## src/rtl/snake_pkg.sv

```systemverilog
// Shared constants for the snake game datapath and sequencer.
//   BIT              : pixel coordinate width
//   GS_*             : game_state encodings driven to the draw stages
//   DIR_*            : direction input encodings
//   game_state_t     : sequencer state type, encoded to match GS_*
package snake_pkg;

  localparam int BIT = 10;

  localparam logic [1:0] GS_IDLE      = 2'b00;
  localparam logic [1:0] GS_PLAY      = 2'b01;
  localparam logic [1:0] GS_GAME_OVER = 2'b11;

  localparam logic [2:0] DIR_IDLE  = 3'b000;
  localparam logic [2:0] DIR_UP    = 3'b001;
  localparam logic [2:0] DIR_DOWN  = 3'b010;
  localparam logic [2:0] DIR_LEFT  = 3'b011;
  localparam logic [2:0] DIR_RIGHT = 3'b100;

  typedef enum logic [1:0] {
    ST_IDLE      = GS_IDLE,
    ST_PLAY      = GS_PLAY,
    ST_GAME_OVER = GS_GAME_OVER
  } game_state_t;

  // A zero direction would put the head on top of the body, so it is not a move.
  function automatic logic is_moving(input logic [2:0] dir);
    return dir != DIR_IDLE;
  endfunction

endpackage

```

## src/rtl/game_control_frame_collision_monitor.sv

```systemverilog
// Accumulates per-frame pixel overlap flags for the game sequencer.
//   clk, reset        : clock, synchronous active-high reset
//   clear             : drop all flags (frame_start or start of a game)
//   video_active      : current pixel is visible
//   snake_head_active, snake_body_active, apple_active : draw-stage coverage
//   body_hit          : head and body overlapped on a visible pixel this frame
//   head_seen         : head was drawn on at least one visible pixel this frame
//   apple_hit         : head and apple overlapped on a visible pixel this frame
module frame_collision_monitor (
  input  logic clk,
  input  logic reset,
  input  logic clear,
  input  logic video_active,
  input  logic snake_head_active,
  input  logic snake_body_active,
  input  logic apple_active,
  output logic body_hit,
  output logic head_seen,
  output logic apple_hit
);

  // The sequencer samples the flags in the same cycle that clear is raised,
  // so clearing here loses nothing from the frame just finished.
  always_ff @(posedge clk) begin
    if (reset || clear) begin
      body_hit  <= 1'b0;
      head_seen <= 1'b0;
      apple_hit <= 1'b0;
    end else if (video_active) begin
      if (snake_head_active && snake_body_active) body_hit  <= 1'b1;
      if (snake_head_active)                      head_seen <= 1'b1;
      if (snake_head_active && apple_active)      apple_hit <= 1'b1;
    end
  end

endmodule

```

## src/rtl/game_control.sv

```systemverilog
// Top-level game sequencer: drives game_state/update to the snake draw stage,
// detects body/wall/apple collisions from draw-stage activity, keeps score.
//   clk, reset        : clock, synchronous active-high reset
//   frame_start       : one-cycle pulse at start of vertical blanking
//   video_active      : current pixel visible
//   start_btn         : debounced start level (rising edge starts a game)
//   direction         : 000 idle, 001 up, 010 down, 011 left, 100 right
//   snake_head_active, snake_body_active, apple_active : draw-stage coverage
//   game_state        : 00 idle, 01 play, 11 game over
//   update            : one-cycle move tick
//   apple_eaten       : one-cycle pulse when an apple is eaten
//   score             : apples eaten this game (saturating)
module game_control
  import snake_pkg::*;
#(
  parameter int BIT             = snake_pkg::BIT,
  parameter int FRAMES_PER_STEP = 8,
  parameter int GAMEOVER_FRAMES = 120,
  parameter int SCORE_BITS      = 8
) (
  input  logic                  clk,
  input  logic                  reset,
  input  logic                  frame_start,
  input  logic                  video_active,
  input  logic                  start_btn,
  input  logic [2:0]            direction,
  input  logic                  snake_head_active,
  input  logic                  snake_body_active,
  input  logic                  apple_active,
  output logic [1:0]            game_state,
  output logic                  update,
  output logic                  apple_eaten,
  output logic [SCORE_BITS-1:0] score
);

  localparam int STEP_W = (FRAMES_PER_STEP > 1) ? $clog2(FRAMES_PER_STEP) : 1;
  localparam int GO_W   = (GAMEOVER_FRAMES > 1) ? $clog2(GAMEOVER_FRAMES) : 1;
  localparam logic [STEP_W-1:0] STEP_LAST = STEP_W'(FRAMES_PER_STEP - 1);
  localparam logic [GO_W-1:0]   GO_LAST   = GO_W'(GAMEOVER_FRAMES - 1);

  if (FRAMES_PER_STEP < 2 || BIT < 1) begin : g_bad_param
    $error("game_control: FRAMES_PER_STEP must be at least 2");
  end

  game_state_t           state, state_n;
  logic                  start_prev;
  logic [STEP_W-1:0]     step_cnt, step_n;
  logic [GO_W-1:0]       gameover_cnt, go_n;
  logic                  skip, skip_n;
  logic                  armed, armed_n;
  logic [SCORE_BITS-1:0] score_n;
  logic                  update_n, eaten_n;
  logic                  flag_clear;
  logic                  body_hit, head_seen, apple_hit;
  logic                  start_rise, step_wrap;

  assign start_rise = start_btn && !start_prev;
  assign step_wrap  = (step_cnt == STEP_LAST);
  assign game_state = state;

  frame_collision_monitor u_monitor (
    .clk               (clk),
    .reset             (reset),
    .clear             (flag_clear),
    .video_active      (video_active),
    .snake_head_active (snake_head_active),
    .snake_body_active (snake_body_active),
    .apple_active      (apple_active),
    .body_hit          (body_hit),
    .head_seen         (head_seen),
    .apple_hit         (apple_hit)
  );

  always_ff @(posedge clk) begin
    if (reset) begin
      state        <= ST_IDLE;
      start_prev   <= 1'b0;
      step_cnt     <= '0;
      gameover_cnt <= '0;
      skip         <= 1'b0;
      armed        <= 1'b0;
      score        <= '0;
      update       <= 1'b0;
      apple_eaten  <= 1'b0;
    end else begin
      state        <= state_n;
      start_prev   <= start_btn;
      step_cnt     <= step_n;
      gameover_cnt <= go_n;
      skip         <= skip_n;
      armed        <= armed_n;
      score        <= score_n;
      update       <= update_n;
      apple_eaten  <= eaten_n;
    end
  end

  always_comb begin
    state_n    = state;
    step_n     = step_cnt;
    go_n       = gameover_cnt;
    skip_n     = skip;
    armed_n    = armed;
    score_n    = score;
    update_n   = 1'b0;
    eaten_n    = 1'b0;
    flag_clear = frame_start;

    case (state)
      ST_IDLE: begin
        // A frame_start coinciding with the start edge is simply dropped:
        // the step counter is restarted regardless.
        if (start_rise) begin
          state_n    = ST_PLAY;
          score_n    = '0;
          step_n     = '0;
          skip_n     = 1'b1;
          armed_n    = 1'b0;
          flag_clear = 1'b1;
        end
      end

      ST_PLAY: begin
        if (frame_start) begin
          step_n = step_wrap ? '0 : step_cnt + 1'b1;
          if (skip) begin
            // The first frame of a game may be partial, so its flags are
            // not trusted for collision decisions.
            skip_n = 1'b0;
            if (step_wrap && is_moving(direction)) begin
              update_n = 1'b1;
              armed_n  = 1'b1;
            end
          end else begin
            armed_n = 1'b0;
            if (body_hit || !head_seen) begin
              state_n = ST_GAME_OVER;
              go_n    = '0;
            end else begin
              // Only the frame right after a move counts as an apple hit,
              // so a lingering overlap is not scored twice.
              if (armed && apple_hit) begin
                eaten_n = 1'b1;
                if (score != '1) score_n = score + 1'b1;
              end
              if (step_wrap && is_moving(direction)) begin
                update_n = 1'b1;
                armed_n  = 1'b1;
              end
            end
          end
        end
      end

      ST_GAME_OVER: begin
        if (frame_start) begin
          if (gameover_cnt == GO_LAST) state_n = ST_IDLE;
          else                         go_n    = gameover_cnt + 1'b1;
        end
      end

      default: state_n = ST_IDLE;
    endcase
  end

endmodule

```

## config.mk

```make
export PLATFORM = sky130hd
export DESIGN_NAME = game_control
export DESIGN_NICKNAME = d
export VERILOG_FILES = /design/src/rtl/snake_pkg.sv /design/src/rtl/game_control_frame_collision_monitor.sv /design/src/rtl/game_control.sv
export SDC_FILE = /design/constraint.sdc
export NUM_CORES = 1
export LEC_CHECK = 0
export BUFFER_PORTS_ARGS = -buffer_cell sky130_fd_sc_hd__buf_2
export CAP_MARGIN = 10
export CORE_UTILIZATION = 29
export CTS_CLUSTER_DIAMETER = 60
export DETAILED_ROUTE_END_ITERATION = 8
export PLACE_DENSITY_LB_ADDON = 0.05
export RECOVER_POWER = 25
export SLEW_MARGIN = 15
export SYNTH_ARGS = -nofsm -noshare
export SYNTH_HDL_FRONTEND = slang
export SYNTH_SLANG_ARGS = --single-unit
export TNS_END_PERCENT = 5
```

## constraint.sdc

```tcl
create_clock -name clk -period 4.83 [get_ports clk]
set_input_delay 0.966 -clock clk [delete_from_list [all_inputs] [get_ports clk]]
set_output_delay 0.966 -clock clk [all_outputs]
set_load 0.02 [all_outputs]
```

* Yosys cells after proc, flatten, opt, wreduce, memory -nomap -nowiden
Index checks and enable logic that the tools add are counted.
Storage, ports and cells: word-level logic and storage cells 94, memories 0, bits in latches 0, bits in read-only memories 0, output and inout bits 12, input port bits 11, register bits 28, RAM bits 0
Cells by class: shifts and indexed selects 0, $add $sub $neg 3, multiplexer cells 38, reductions and logical operators 23, equality and inequality tests 16, $lt $le $gt $ge 0, bitwise logic cells 2, div/mod/pow operators 0, multiply operators 0
Operator list (count):
- 2-to-1 mux 8 bit | 6
- 2-to-1 mux 7 bit | 5
- inequality test 2 bit, second input constant | 10
- case mux 8 bit (2 select lines) | 1
- case mux 7 bit (2 select lines) | 1
- 2-to-1 mux 1 bit | 12
- 2-to-1 mux 2 bit | 6
- AND reduction 6 bit | 2
- 2-to-1 mux 3 bit | 3
- adder 8 x 1 -> 8 bit, second input constant | 1
- inequality test 8 bit, second input constant | 1
- adder 7 x 1 -> 7 bit, second input constant | 1
- == test 7 bit, second input constant | 1
- AND reduction 7 bit | 1
- case mux 2 bit (3 select lines) | 1
- case mux 3 bit (2 select lines) | 1
- AND reduction 2 bit | 3
- logical AND 1 bit | 5
- OR reduction 5 bit | 1
- case mux 1 bit (2 select lines) | 2
- AND reduction 4 bit | 1
- nonzero test 2 bit | 2
- adder 3 x 1 -> 3 bit, second input constant | 1
- == test 3 bit, second input constant | 1
- other kinds (10) | 13

* Longest topological paths before layout
Gate-level depths: netlist of run 1.
word-level depth 7, depth in mapped cells 6, depth with buffers taken out 5

* Cells and area by module
From an unflattened synthesis of run 1, not the netlist that was laid out.
Second synthesis, totals: cells, all modules 160, area, all modules 1356.3 sq um
Modules (own cells, without submodules):
- game_control | cells each 151, instances 1, area an instance 1263.7 sq um, seq. area each 500.5 sq um
- frame_collision_monitor | cells each 9, instances 1, area an instance 92.6 sq um, seq. area each 60.1 sq um

* Worst setup path after synthesis of run 1
Ideal clock, no wire load.
kind input-to-reg, start in reset, end reg score[5], buffers on the path 1, slack 2.700 ns, data arrival time 2.056 ns, data required time 4.756 ns, setup time 0.074 ns, stages 5, cells stage by stage or3b_2 clkbuf_1 nor3_1 a31oi_1 a31oi_1
RTL lines:
- start: declaration | line game_control.sv:22 | input logic reset,
- end signal: assignment | line game_control.sv:92 | score <= score_n;
- end: declaration | line game_control.sv:33 | output logic [SCORE_BITS-1:0] score

==> results of run 1 <==
-- registers in the layout, summed over array words and instances (netlist names) --
name	cells
apple_eaten	1
armed	1
game_state	2
gameover_cnt	7
score	8
skip	1
start_prev	1
step_cnt	3
u_monitor.apple_hit	1
u_monitor.body_hit	1
u_monitor.head_seen	1
update	1
-- layout make-up --
class	instances	share of cell area (%)
flip-flops and latches	28	35.8
inverters	4	0.958
well taps	52	4.15
clock buffers	3	2.63
clock inverters	1	1.92
repair buffers	22	6.54
multi-input cells	123	48.0
-- worst paths after layout --
check	from	end	cells past startpoint	slack, ns
min reg2reg	u_monitor.body_hit	u_monitor.body_hit	2	0.48
max reg2reg	score[1]	score[7]	5	2.78
min	u_monitor.body_hit	u_monitor.body_hit	2	0.48
max	reset	score[5]	5	2.36
-- through the flow --
stage               utilization (%)  cells
floorplan                         -    164
global placement               33.8    229
detailed placement             33.8    229
CTS                            35.4    233
global route                   35.3    233
finish                         35.3    233
-- power by group through the flow --
stage               Combinational, mW  Sequential (mW)  Clock [mW]
floorplan                      0.0302            0.244           0
global placement               0.0411            0.247           0
detailed placement             0.0414            0.247           0
CTS                            0.0416            0.241       0.196
global route                   0.0462            0.243       0.204
finish                         0.0411            0.241       0.189
-- placed cells by master, fill, tap and decap left out, types with 2 or more instances in the layout --
master and instances:
a21oi_1 15, and3_1 2, nor2b_1 4, nor3_1 7, nor2_1 19, dfxtp_1 28
clkbuf_1 6, nand2b_1 4, o21ai_0 7, buf_2 16, o31ai_1 2, or3_1 3
clkbuf_8 3, nand4b_1 2, nand4_1 6, nand3_1 4, ha_1 4, a22oi_1 3
nand2_1 7, inv_1 4, a31oi_1 13
-- critical path: stages --
cell	delay [ns]
clkbuf_1	0.37
or3b_2	0.68
nor3_1	0.38
a31oi_1	0.14
a31oi_1	0.14
-- per-layer routing --
layer / vias to the layer above / GRT usage, %
met4: 0 / 5.33
met2: 19 / 24.3
li1: 650 / -
met5: - / 0
met1: 587 / 16.3
met3: 6 / 3.42
-- kinds of logic after synthesis --
group,after synthesis,synth area share (%)
AND/OR/NAND/NOR,68,27.0
AO/OA/AOI/OAI,51,24.3
adder cells (fa/ha/maj),4,3.65
buffers and inverters,13,4.11
flip-flops,28,40.9
==> flow_metrics.py, run 1 <==
metrics = {
    "run_status": {
        "status": "finished, violations left",
        "violations": "DRC",
    },
    "power_and_ir_drop": {
        "swShare_pct": 23.2,
        "powerDensity_nw_per_um2": 301,
        "p_comb_share_pct": 8.7,
        "peakVddDrop_uv": 132,
        "p_int_mw": 0.362,
        "power_leakage_nw": 0.570,
        "p_seq_share_pct": 51.2,
        "total_power_mw": 0.471,
        "clkPwrFrac_pct": 40.1,
        "p_switching_mw": 0.109,
    },
    "global_routing": {
        "grt_pass1_vias": 1289,
        "grt_overflow_total": 0,
        "grt_pass1_wl_um": 5570,
        "track_usage_pct": 13.9,
        "antenna_found_initial": 0,
        "grt_start_max_net_pins": 22,
    },
    "synth": {
        "yosys_most_used_dff": "dfxtp_1",
        "synthArstFlopShare_pct": 0,
        "netlist_top_cells_count": "dfxtp_1 (28), nor2_1 (19), a21oi_1 (15)",
        "syn_inst": 164,
        "synth_top_area_share_pct": 40.9,
        "ys_warn_count": 0,
        "synth_top_area_cell": "dfxtp_1",
        "synth.distinct_cells": 41,
        "ys_seq_area_share_pct": 40.9,
        "synth_area_per_cell_sq_um": 8.35,
        "synth_seq_cells": 28,
        "synth_most_common_cell": "dfxtp_1",
        "synth.cell_area_sq_um": 1370,
        "synth.area.top_cells": "dfxtp_1 (41%), a31oi_1 (5.9%), a21oi_1 (5.5%)",
        "syn-num-nets": 179,
        "synth_edf_count": 0,
    },
    "route": {
        "vias": 1262,
        "wl_met3_um": 92,
        "first_pass_iters": 6,
        "met2_length_um": 1540,
        "wl_per_cell_um": 14.2,
        "postRouteAntennaNets": 0,
        "drt-met1-wl_um": 1620,
        "highest_layer": "met4",
        "drc_errors": 8,
        "vias_per_cell": 5.42,
        "drt_first_iter_violations": 57,
        "drt_wl_total_um": 3310,
    },
    "clock_tree": {
        "cts.sinks": 28,
        "cts_buffers": 3,
        "clk_path_buf_depth": 2,
        "insertion_delay_ns": 0.28,
        "clockRootBuffer": "clkbuf_8",
        "clk_pin_slew_ns": 0.11,
        "cts_tree": "done",
        "holdBufCountCts": 0,
        "cts.repair.resized": 0,
        "postCtsSetupRepairBufs": 0,
        "h-tree-depth": 1,
    },
    "sta": {
        "maxSlewHeadroom_pct": 37.0,
        "worstMarginPinSlew_ns": 0.932,
        "finClkSkew_ns": 0.0114,
        "hold_viol": 0,
        "min_period_ns": 2.47,
        "fin_setup_tns_ns": 0,
        "drv_slew": 0,
        "setup_slack_ns": 2.36,
        "fin_crit_sh_pct": 51.0,
        "setup_viol": 0,
        "clock.fmax_ghz": 0.406,
        "rsz0062_at_grt": "false",
        "hold_ws_ns": 0.479,
    },
    "final_layout": {
        "stdcell_area_sq_um": 1570,
        "multiInputGateArea_sq_um": 753,
        "syn_to_final_growth_pct": 14.4,
        "n_antenna_cell": 0,
        "nets": 197,
        "drive_gt1_share_pct": 12.7,
        "nFillCells": 473,
        "final-seq-area_sq_um": 561,
    },
    "critical_path": {
        "crit_fanout": 21,
        "crit_type": "input pin to flop",
        "crit_path_start_kind": "input pin",
        "cp_data_arrival_time_ns": 2.69,
        "end_kind": "flop",
        "required_ns": 5.05,
    },
    "placed_design": {
        "port_buffers": 22,
        "placed_area_sq_um": 1500,
        "gp_congestion": 0.747,
        "place.detailed.hpwl_um": 2370,
        "preCtsSetupSlack_ns": 2.29,
    },
    "run": {
        "drv_cap": 0,
    },
    "die": {
        "placeableCoreArea_sq_um": 4440,
        "ios": 23,
        "initial_core_util_pct": 30.8,
        "die_width_um": 70.7,
        "dieArea_sq_um": 5000,
        "chipHeight_um": 70.7,
        "rows": 24,
    },
    "worst_hold_path": {
        "worstHoldPathType": "flop to flop",
    },
}
Note: power is estimated with default switching activity, not from simulation.
==> run 2: changes to the inputs <==
==> constraint.sdc (replaced) <==
create_clock -name clk -period 2.4 [get_ports clk]
set_input_delay 0.48 -clock clk [delete_from_list [all_inputs] [get_ports clk]]
set_output_delay 0.48 -clock clk [all_outputs]
set_load 0.02 [all_outputs]
==> run 2 against run 1 <==
The flow still finishes with violations (DRC). Via count rose by 1.5%. Global-route usage shrank 0.36 points. Final cell count is 0.86% higher. Combinational power rose by 110%. Routed wire length increased by 0.30%. Register-to-register slack got worse by 2.4 ns. Clock skew up 0.00075 ns. Total power grew 100%. Clock power grew 100%. Critical path depth stayed put. Highest routed layer unchanged.
==> flow_metrics.py, run 2 (synthesis results as in run 1) <==
metrics = {
    "final_layout": {
        "nFillCells": 480,
        "n_antenna_cell": 0,
        "layout_commonest_cell": "dfxtp_1",
        "syn_to_final_growth_pct": 15.1,
        "layoutNonFillerInstCount": 235,
        "largest_register_ffs": 8,
        "mostFrequentLayoutCells": "dfxtp_1 (28), nor2_1 (19), a21oi_1 (15)",
        "stdcell_area_sq_um": 1580,
        "regMostFlops": "score",
        "nets": 199,
        "top_regs": "score: 8 flops, gameover_cnt: 7 flops, step_cnt: 3 flops",
        "drive_gt1_share_pct": 12.0,
    },
    "sta": {
        "hold_viol": 0,
        "finClkSkew_ns": 0.0121,
        "setup_viol": 0,
        "min_period_ns": 2.01,
        "fin_crit_sh_pct": 83.6,
        "setup_slack_ns": 0.393,
        "rsz0062_at_grt": "false",
        "drv_slew": 0,
        "fin_setup_tns_ns": 0,
        "clock.fmax_ghz": 0.498,
        "worstMarginPinSlew_ns": 0.902,
        "maxSlewHeadroom_pct": 39.9,
    },
    "placed_design": {
        "placed_area_sq_um": 1520,
        "port_buffers": 22,
        "preCtsSetupSlack_ns": 0.451,
        "place_inst": 231,
        "gp_congestion": 0.750,
        "place.detailed.hpwl_um": 2350,
    },
    "critical_path": {
        "crit_path_start_kind": "flop",
        "crit_type": "flop to flop",
        "timing.rr.start": "score[1]",
        "path_cells": "ha_1 > nand3_2 > or3_1 > a311o_4 > a31oi_1",
        "end_kind": "flop",
        "max_stage_delay_ns": 0.53,
        "crit_fanout": 8,
        "slowest_stage": "or3_1",
        "r2r-end": "score[7]",
        "r2r_setup_slack_ns": 0.39,
        "required_ns": 2.60,
        "crit_end": "score[7]",
        "startpoint": "score[1]",
        "r2r_cells": 5,
        "cp_data_arrival_time_ns": 2.21,
    },
    "run": {
        "drv_cap": 0,
    },
    "worst_hold_path": {
        "hp-start": "start_btn",
        "worstHoldPathType": "input pin to flop",
    },
    "power_and_ir_drop": {
        "swShare_pct": 23.3,
        "power_leakage_nw": 0.565,
        "clkPwrFrac_pct": 40.0,
        "p_int_mw": 0.731,
        "p_switching_mw": 0.223,
        "p_seq_share_pct": 51.0,
        "peakVddDrop_uv": 303,
        "powerDensity_nw_per_um2": 605,
        "p_comb_share_pct": 9.0,
    },
    "global_routing": {
        "grt_overflow_total": 0,
        "grt_start_max_net_pins": 21,
        "grt_pass1_wl_um": 5440,
        "antenna_found_initial": 0,
        "track_usage_pct": 13.5,
        "grt_pass1_vias": 1223,
    },
    "clock_tree": {
        "h-tree-depth": 1,
        "clk_pin_slew_ns": 0.11,
        "clockRootBuffer": "clkbuf_8",
        "cts.sinks": 28,
        "clk_path_buf_depth": 2,
        "postCtsSetupRepairBufs": 0,
        "cts_tree": "done",
        "insertion_delay_ns": 0.28,
        "cts.repair.resized": 0,
        "holdBufCountCts": 0,
        "cts_buffers": 3,
    },
    "route": {
        "vias": 1281,
        "wl_per_cell_um": 14.1,
        "vias_per_cell": 5.45,
        "drc_errors": 8,
        "postRouteAntennaNets": 0,
        "drt_wl_total_um": 3320,
        "first_pass_iters": 6,
        "drt_first_iter_violations": 61,
    },
    "die": {
        "die_width_um": 70.7,
        "placeableCoreArea_sq_um": 4440,
        "dieArea_sq_um": 5000,
        "ios": 23,
        "chipHeight_um": 70.7,
        "initial_core_util_pct": 30.8,
        "rows": 24,
    },
    "run_status": {
        "status": "finished, violations left",
        "violations": "DRC",
    },
}
-- run 2: cell count changes in the layout (fill, tap and decap cells not counted) --
cell	previous run	this run
clkbuf_1	6	9
buf_2	16	14
and2_0	0	1
and2_1	1	0
buf_4	0	1
-- run 2: layer usage --
layer | GRT usage [%] | share of wire [%]
met3 | 2.14 | 2.4
met2 | 23.8 | 47
met1 | 16.9 | 50
met4 | 4.22 | 0.51
met5 | 0 | 0
-- run 2: layout make-up --
type | count | area (sq um) | share of cell area, %
clock inverter | 1 | 30.0 | 1.90
multi-input combinational | 123 | 753 | 47.8
tap | 52 | 65.1 | 4.13
inverter | 4 | 15.0 | 0.952
sequential | 28 | 561 | 35.6
clock buffer | 3 | 41.3 | 2.62
timing repair buffer | 24 | 111 | 7.06
-- run 2: how the worst min path moves through the flow --
stage / cells after the start / slack, ns / to
2_1_floorplan: 2 / 0.43 / u_monitor.body_hit
3_3_place_gp: 2 / 0.45 / u_monitor.body_hit
3_5_place_dp: 2 / 0.46 / u_monitor.body_hit
4_1_cts: 2 / 0.43 / start_prev
5_1_grt: 3 / 0.44 / u_monitor.body_hit
6_report: 2 / 0.44 / start_prev
-- run 2: power groups by stage --
stage               Clock, mW  Combinational [mW]  Sequential, mW
global route            0.409              0.0961           0.489
detailed placement          0              0.0868           0.497
finish                  0.381              0.0860           0.486
CTS                     0.394              0.0869           0.486
floorplan                   0              0.0609           0.492
global placement            0              0.0860           0.497
-- run 2: critical path, delay by kind of cell (launching register included) --
| family | cells | cell delay [ns] |
|---|---|---|
| flops | 1 | 0.40 |
| simple gates | 2 | 0.65 |
| fa+ha+maj | 1 | 0.22 |
| compound gates | 2 | 0.66 |
-- run 2: per-stage QoR --
stage	util [%]	hold slack (ns)	power [mW]
final	35.5	0.438	0.953
after global routing	35.5	0.438	0.994
after CTS	35.8	0.433	0.967
after detailed placement	34.2	0.462	0.584
after global placement	34.2	0.447	0.583
after floorplan	-	0.428	0.553
==> run 3: changes to the inputs <==
==> constraint.sdc (replaced) <==
create_clock -name clk -period 2 [get_ports clk]
set_input_delay 0.4 -clock clk [delete_from_list [all_inputs] [get_ports clk]]
set_output_delay 0.4 -clock clk [all_outputs]
set_load 0.02 [all_outputs]
==> run 3 against run 2 <==
The run still ends with DRC left. Non-clock buffer count up 6. Combinational power up 40%. Core utilization up 0.73 points. Critical endpoint is now score[4].
==> flow_metrics.py, run 3 (synthesis results as in run 1) <==
metrics = {
    "global_routing": {
        "grt_overflow_total": 0,
        "antenna_found_initial": 0,
        "grt_pass1_wl_um": 5470,
        "grt_pass1_vias": 1251,
        "grt_start_max_net_pins": 21,
        "track_usage_pct": 13.6,
    },
    "die": {
        "die_width_um": 70.7,
        "placeableCoreArea_sq_um": 4440,
        "dieArea_sq_um": 5000,
        "ios": 23,
        "rows": 24,
        "initial_core_util_pct": 30.8,
        "chipHeight_um": 70.7,
    },
    "worst_hold_path": {
        "worstHoldPathType": "input pin to flop",
        "hp-start": "apple_active",
    },
    "run": {
        "drv_cap": 0,
    },
    "route": {
        "vias_per_cell": 5.36,
        "drt_wl_total_um": 3350,
        "drc_errors": 8,
        "wl_per_cell_um": 13.9,
        "first_pass_iters": 6,
        "postRouteAntennaNets": 0,
        "vias": 1292,
        "drt_first_iter_violations": 80,
    },
    "sta": {
        "clock.fmax_ghz": 0.533,
        "worstMarginPinSlew_ns": 0.874,
        "setup_viol": 0,
        "hold_viol": 0,
        "drv_slew": 0,
        "finClkSkew_ns": 0.00778,
        "min_period_ns": 1.88,
        "fin_crit_sh_pct": 93.8,
        "rsz0062_at_grt": "false",
        "maxSlewHeadroom_pct": 41.7,
        "fin_setup_tns_ns": 0,
    },
    "critical_path": {
        "max_stage_delay_ns": 0.45,
        "slowest_stage": "or3_4",
        "crit_type": "flop to flop",
        "cp_data_arrival_time_ns": 2.08,
        "crit_path_start_kind": "flop",
        "path_cells": "ha_1 > nand3_2 > or3_4 > a311o_4 > a31oi_1",
        "crit_fanout": 7,
        "required_ns": 2.20,
        "timing.rr.start": "score[1]",
        "end_kind": "flop",
        "startpoint": "score[1]",
    },
    "power_and_ir_drop": {
        "powerDensity_nw_per_um2": 648,
        "peakVddDrop_uv": 237,
        "power_leakage_nw": 0.586,
    },
    "final_layout": {
        "layout_commonest_cell": "dfxtp_1",
        "nets": 205,
        "syn_to_final_growth_pct": 17.4,
        "regMostFlops": "score",
        "multiInputGateArea_sq_um": 758,
        "n_antenna_cell": 0,
        "finalCoreUtilization_pct": 36.2,
        "nFillCells": 496,
        "largest_register_ffs": 8,
        "top_regs": "score: 8 flops, gameover_cnt: 7 flops, step_cnt: 3 flops",
        "final-seq-area_sq_um": 561,
        "mostFrequentLayoutCells": "dfxtp_1 (28), nor2_1 (19), a21oi_1 (15)",
        "drive_gt1_share_pct": 14.8,
    },
    "clock_tree": {
        "insertion_delay_ns": 0.27,
        "clk_path_buf_depth": 2,
        "clk_pin_slew_ns": 0.10,
        "cts_buffers": 3,
        "cts.repair.resized": 0,
        "holdBufCountCts": 0,
        "cts_tree": "done",
        "cts.sinks": 28,
        "h-tree-depth": 1,
        "clockRootBuffer": "clkbuf_8",
        "postCtsSetupRepairBufs": 0,
    },
    "run_status": {
        "status": "finished, violations left",
        "violations": "DRC",
    },
    "placed_design": {
        "place.detailed.hpwl_um": 2460,
        "gp_congestion": 0.780,
        "port_buffers": 22,
    },
}
run 3: metrics by stage:
step | power (mW) | instance area, sq um | cells | setup WS [ns] | hold slack (ns)
after floorplan | 0.663 | 1370 | 164 | 0.0473 | 0.428
after detailed placement | 0.708 | 1560 | 237 | 0.0723 | 0.463
after global placement | 0.706 | 1560 | 237 | 0.142 | 0.447
after CTS | 1.06 | 1620 | 241 | 0.0485 | 0.369
after global routing | 1.10 | 1610 | 241 | 0.0208 | 0.379
final | 1.04 | 1610 | 241 | 0.125 | 0.377
run 3: report_power, final:
part           internal (mW)  switching, mW  total, mW
Sequential             0.567        0.00642      0.573
Clock                  0.176          0.174      0.350
Combinational         0.0477         0.0727      0.120
run 3: path summary, 6_finish.rpt:
kind	depth (start not counted)	slack, ns	to
worst max-delay path	5	0.12	score[4]
worst max register to register	5	0.12	score[4]
worst min-delay path	3	0.38	u_monitor.apple_hit
worst min register to register	2	0.48	u_monitor.body_hit
run 3: critical path: cells and delay by family (launching register included):
kind / cells / cell delay [ns]
AO/OA/AOI/OAI: 2 / 0.61
adder cells (fa/ha/maj): 1 / 0.23
flip-flops: 1 / 0.39
AND/OR/NAND/NOR: 2 / 0.58
run 3: metal layers:
| layer | global-route usage [%] | up-vias | part of all wire [%] |
|---|---|---|---|
| li1 | - | 665 | - |
| met1 | 16.5 | 608 | 49 |
| met2 | 24.5 | 17 | 48 |
| met3 | 2.42 | 2 | 3.0 |
| met4 | 4.00 | 0 | 0.60 |
| met5 | 0 | - | 0 |
run 3: final cells by class:
cell class                 count  share of cell area [%]
timing repair buffer          30                    9.64
sequential                    28                    34.8
inverter                       4                   0.933
clock buffer                   4                    3.42
tap                           52                    4.04
multi-input combinational    123                    47.1
